File: src/rtl/ula_32_bits_if.sv
// ula_32_bits_if
// Operand/result bus of the 32-bit ALU.
//   A, B      : operands, unsigned (B[4:0] is also the shift amount)
//   Cin, Bin  : carry-in for ADD, borrow-in for SUB
//   op_sel    : operation select
//   resultado : registered result
//   Cout, Bout: registered carry-out / borrow-out
// master drives operands and reads results; slave is the ALU itself.
interface ula_32_bits_if;
  logic [31:0] A;
  logic [31:0] B;
  logic        Cin;
  logic        Bin;
  logic [2:0]  op_sel;
  logic [31:0] resultado;
  logic        Cout;
  logic        Bout;

  modport master (
    output A, B, Cin, Bin, op_sel,
    input  resultado, Cout, Bout
  );

  modport slave (
    input  A, B, Cin, Bin, op_sel,
    output resultado, Cout, Bout
  );
endinterface

File: src/rtl/ula_32_bits.sv
// ula_32_bits
// 32-bit registered ALU: eight operations selected by op_sel, one result
// per clock, one cycle of latency.
//   clk : system clock, rising edge
//   rst : synchronous active-high reset, clears result and flags
//   bus : ula_32_bits_if.slave (operands in, registered result/flags out)
module ula_32_bits (
  input  logic          clk,
  input  logic          rst,
  ula_32_bits_if.slave  bus
);

  localparam logic [2:0] OP_ADD = 3'b000;
  localparam logic [2:0] OP_SUB = 3'b001;
  localparam logic [2:0] OP_AND = 3'b010;
  localparam logic [2:0] OP_OR  = 3'b011;
  localparam logic [2:0] OP_XOR = 3'b100;
  localparam logic [2:0] OP_NOR = 3'b101;
  localparam logic [2:0] OP_SLL = 3'b110;
  localparam logic [2:0] OP_SRL = 3'b111;

  logic [32:0] sum_ext;
  logic [32:0] diff_ext;
  logic [4:0]  shamt;
  logic [31:0] res_nxt;
  logic        cout_nxt;
  logic        bout_nxt;

  // 33-bit arithmetic: bit 32 of the sum is the carry; bit 32 of the
  // difference is set exactly when A < B + Bin (the true result is negative,
  // including the B = FFFFFFFF, Bin = 1 corner).
  assign sum_ext  = {1'b0, bus.A} + {1'b0, bus.B} + {32'b0, bus.Cin};
  assign diff_ext = {1'b0, bus.A} - {1'b0, bus.B} - {32'b0, bus.Bin};
  assign shamt    = bus.B[4:0];

  always_comb begin
    res_nxt  = 32'h0;
    cout_nxt = 1'b0;
    bout_nxt = 1'b0;
    case (bus.op_sel)
      OP_ADD: begin
        res_nxt  = sum_ext[31:0];
        cout_nxt = sum_ext[32];
      end
      OP_SUB: begin
        res_nxt  = diff_ext[31:0];
        bout_nxt = diff_ext[32];
      end
      OP_AND:  res_nxt = bus.A & bus.B;
      OP_OR:   res_nxt = bus.A | bus.B;
      OP_XOR:  res_nxt = bus.A ^ bus.B;
      OP_NOR:  res_nxt = ~(bus.A | bus.B);
      OP_SLL:  res_nxt = bus.A << shamt;
      OP_SRL:  res_nxt = bus.A >> shamt;
      default: res_nxt = 32'h0;
    endcase
  end

  always_ff @(posedge clk) begin
    if (rst) begin
      bus.resultado <= 32'h0;
      bus.Cout      <= 1'b0;
      bus.Bout      <= 1'b0;
    end else begin
      bus.resultado <= res_nxt;
      bus.Cout      <= cout_nxt;
      bus.Bout      <= bout_nxt;
    end
  end

endmodule

File: src/flat_wrapper.sv
// flat-port wrapper written by rule: the top's interface ports become plain ports
module ula_32_bits_flat 
  (clk, rst, bus_A, bus_B, bus_Cin, bus_Bin, bus_op_sel, bus_resultado, bus_Cout, bus_Bout);
  ula_32_bits_if bus_i ();
  input  logic clk;
  input  logic rst;
  input wire logic [$bits(bus_i.A)-1:0] bus_A;
  input wire logic [$bits(bus_i.B)-1:0] bus_B;
  input wire logic [$bits(bus_i.Cin)-1:0] bus_Cin;
  input wire logic [$bits(bus_i.Bin)-1:0] bus_Bin;
  input wire logic [$bits(bus_i.op_sel)-1:0] bus_op_sel;
  output wire logic [$bits(bus_i.resultado)-1:0] bus_resultado;
  output wire logic [$bits(bus_i.Cout)-1:0] bus_Cout;
  output wire logic [$bits(bus_i.Bout)-1:0] bus_Bout;
  assign bus_i.A = bus_A;
  assign bus_i.B = bus_B;
  assign bus_i.Cin = bus_Cin;
  assign bus_i.Bin = bus_Bin;
  assign bus_i.op_sel = bus_op_sel;
  assign bus_resultado = bus_i.resultado;
  assign bus_Cout = bus_i.Cout;
  assign bus_Bout = bus_i.Bout;
  ula_32_bits u_core (.clk(clk), .rst(rst), .bus(bus_i));
endmodule
File: config.mk
export PLATFORM = sky130hd
export DESIGN_NAME = ula_32_bits_flat
export DESIGN_NICKNAME = d
export VERILOG_FILES = /design/src/rtl/ula_32_bits_if.sv /design/src/rtl/ula_32_bits.sv /design/src/flat_wrapper.sv
export SDC_FILE = /design/constraint.sdc
export NUM_CORES = 1
export LEC_CHECK = 0
export ABC_AREA = 1
export CAP_MARGIN = 25
export CELL_PAD_IN_SITES_DETAIL_PLACEMENT = 0
export CELL_PAD_IN_SITES_GLOBAL_PLACEMENT = 1
export CORE_ASPECT_RATIO = 0.5
export CORE_MARGIN = 2
export CORE_UTILIZATION = 40
export DETAILED_ROUTE_END_ITERATION = 6
export GPL_TIMING_DRIVEN = 0
export PLACE_DENSITY = 0.82
export SLEW_MARGIN = 20
export SYNTH_ARGS = -nofsm -noshare
export SYNTH_HDL_FRONTEND = slang
export SYNTH_SLANG_ARGS = --single-unit
File: constraint.sdc
create_clock -name clk -period 3.4 [get_ports clk]
set_input_delay 0.68 -clock clk [delete_from_list [all_inputs] [get_ports clk]]
set_output_delay 0.68 -clock clk [all_outputs]
set_load 0.01 [all_outputs]
==> results of run 1 <==
-- flip-flops by register name (all words and copies together) (netlist names) --
register / flops
u_core.bus.resultado: 32
u_core.bus.Bout: 1
u_core.bus.Cout: 1
-- logic make-up (layout without fill, tap and decap cells) --
| kind of cell | Yosys count | in the layout | share of synthesized area |
|---|---|---|---|
| simple gates | 1418 | 1418 | 0.528 |
| buf+inv | 463 | 578 | 0.165 |
| compound gates | 179 | 179 | 0.0904 |
| fa+ha+maj | 131 | 131 | 0.146 |
| flops | 34 | 34 | 0.0596 |
| xor+xnor | 12 | 12 | 0.00920 |
| mux | 2 | 2 | 0.00175 |
-- critical path, delay by kind of cell --
family        cells  cell delay (ns)
fa+ha+maj         2             0.71
buf+inv           5             0.85
simple gates     12             1.28
-- metal layers --
| metal | vias to the layer above | part of all wire | GRT usage |
|---|---|---|---|
| met3 | 111 | 0.15 | 0.131 |
| li1 | 7300 | - | - |
| met1 | 7001 | 0.45 | 0.579 |
| met2 | 921 | 0.38 | 0.549 |
| met5 | - | 0.00022 | 0 |
| met4 | 2 | 0.024 | 0.0932 |
-- final cells by class --
cell class / count / area, µm² / share of cell area
multi-input combinational: 1742 / 9060 / 0.676
inverter: 391 / 1480 / 0.110
timing repair buffer: 109 / 1110 / 0.0826
sequential: 34 / 681 / 0.0508
tap: 382 / 478 / 0.0356
buffer: 70 / 442 / 0.0329
clock buffer: 5 / 125 / 0.00933
clock inverter: 3 / 40.0 / 0.00299
-- stage by stage --
step,hold slack (ns),total power (W),setup TNS [ns],setup WS (ns)
global route,1.11,0.00365,-0.0135,-0.00680
CTS,1.07,0.00329,0,0.00290
detailed placement,1.39,0.00270,-24.13,-1.11
global placement,1.40,0.00271,-24.31,-1.10
finish,1.08,0.00342,0,0.120
floorplan,0.752,0.00187,0,0.447
-- report_power, final --
group | internal, W | switching (W) | total [W]
logic | 0.000795 | 0.00161 | 0.00241
clock network | 0.000344 | 0.000218 | 0.000562
registers | 0.000439 | 0.0000101 | 0.000449
total | 0.00158 | 0.00184 | 0.00342
-- timing repair --
action / CTS / global route
pin swaps: 1 / 3
setup buffers: 1 / 4
gates resized for setup: 35 / 62
gates cloned: 0 / 0
setup endpoints to repair: 30 / 26
-- path summary, 6_finish.rpt --
path                                    to  cells after the start
hold / removal     u_core.bus.resultado[3]                      2
setup / recovery  u_core.bus.resultado[30]                     19
-- placed cells by master, fill, tap and decap left out, types with 13 or more instances in the layout --
cell / netlist / layout
buf_2: 38 / 29
a21oi_1: 78 / 76
nor3_1: 18 / 17
clkbuf_1: 15 / 15
dfxtp_1: 34 / 34
clkdlybuf4s50_1: 0 / 80
o21ai_0: 45 / 43
inv_1: 379 / 377
nand2_1: 755 / 747
ha_2: 0 / 16
nand4_1: 28 / 28
nand3_1: 386 / 378
dlymetal6s2s_1: 0 / 17
ha_1: 127 / 106
o211ai_1: 13 / 13
and2_1: 14 / 14
nor2_1: 192 / 187
==> out/results.ini, run 1 <==
[cts]
htreeDepth = 2
numCtsBuffers = 5
tritoncts = done
cts_hold_buf = 0
clock-sinks = 34
root_buffer = clkbuf_16
clockBufferDepth = 2
path_clk_slew_ns = 0.07

[critical_path]
slowest_stage = fa_1
criticalPathCategory = input port to register
cp-end-kind = register
path_cells = clkdlybuf4s15_1 > inv_2 > buf_6 > fa_1 > inv_1 > fa_1 > nand2_1 > nand2_1 > nand2_2 > nand2_1 > nand2_1 > nand2_1 > nand2_2 > nand2_1 > nand3_1 > nand3_2 > nand3_1 > nand2_1 > inv_1
crit_top_cell = nand2_1
start_kind = input port
cp.required_ns = 3.65
arrival_ns = 3.53
critPathLaunch = bus_B[0]
crit_fanout = 13
cpPeakStageDelay_ns = 0.42

[global_routing]
grt_use_total = 0.396
grt_pass1_wl_um = 86000
overflow = 0
antenna_found_initial = 1
grt_max_degree = 20
grt_pass1_vias = 13400

[floorplan]
die_area_mm2 = 0.0300
ios = 105
start_util = 0.410
die_w_um = 243
coreArea_mm2 = 0.0279
row_count = 43
die_h_um = 123

[min_path]
worstHoldStart = rst
min_path_type = input port to register

[placed_design]
gp_congestion = 1.09
portBuffers = 104
hpwl_um = 50800
dp_cells = 2725
place_area_mm2 = 0.0129

[synth]
post-synth-top-count-cell = nand2_1
synth_ff_type = dfxtp_1
yosys.area.top_type = nand2_1
synthTopCellsByCount = nand2_1 (755), nand3_1 (386), inv_1 (379)
synthTopCellsByArea = nand2_1 (25%), nand3_1 (17%), ha_1 (14%)
yosysSeqAreaShare = 0.0596
syn_nets = 2441
yosysUniqueCellTypes = 50
syn_area_mm2 = 0.0114
ys_ff_latch = 34
synthCells = 2239
yosysWarnings = 0
netlist.area_leader.share = 0.248
async_flop_share = 0
synth_area_per_cell_um2 = 5.10
synth_enable_flop_cells = 0

[timing]
tightest_slew_ns = 0.936
period_minus_slack_ns = 3.28
max-slew-margin-rel = 0.376
period_share = 0.965
hold_viol = 0
setup_viol = 0
clock.fmax_ghz = 0.305
drv_slew = 0
rsz0062_at_grt = true

[routing]
vias_per_cell = 5.60
wl_per_cell_um = 22.1
drc = 0
firstDrtPassIters = 6
routed-via-count = 15300
drt_wl_total_um = 60400
postRouteAntennaNets = 0
drtIter0Drc = 1939

[power_and_ir_drop]
power_density_mw_per_mm2 = 255
ir_worst_vdd_mv = 0.154
leakage_nw = 7.63

[finish]
drive_above_1_share = 0.0595
fillCellCount = 3242
antenna_cells = 0
area_growth_pct = 17.4
final_area_mm2 = 0.0134
instances_no_fill = 2736
layout.nets = 2555
fin_util = 0.481

[outcome]
outcome = finished, final reports clean

[run]
maxCapViolCount = 0

(Power assumes the default switching activity.)
==> inputs of run 2 (changes only) <==
--- a/config.mk
+++ b/config.mk
@@ -6,12 +6,13 @@
 export NUM_CORES = 1
 export LEC_CHECK = 0
 export ABC_AREA = 1
-export CAP_MARGIN = 25
+export CAP_MARGIN = 0
 export CELL_PAD_IN_SITES_DETAIL_PLACEMENT = 0
 export CELL_PAD_IN_SITES_GLOBAL_PLACEMENT = 1
 export CORE_ASPECT_RATIO = 0.5
 export CORE_MARGIN = 2
 export CORE_UTILIZATION = 40
+export CTS_CLUSTER_SIZE = 20
 export DETAILED_ROUTE_END_ITERATION = 6
 export GPL_TIMING_DRIVEN = 0
 export PLACE_DENSITY = 0.82
==> results of run 2 <==
The final DEF is identical to that of run 1; final timing and power are the same.
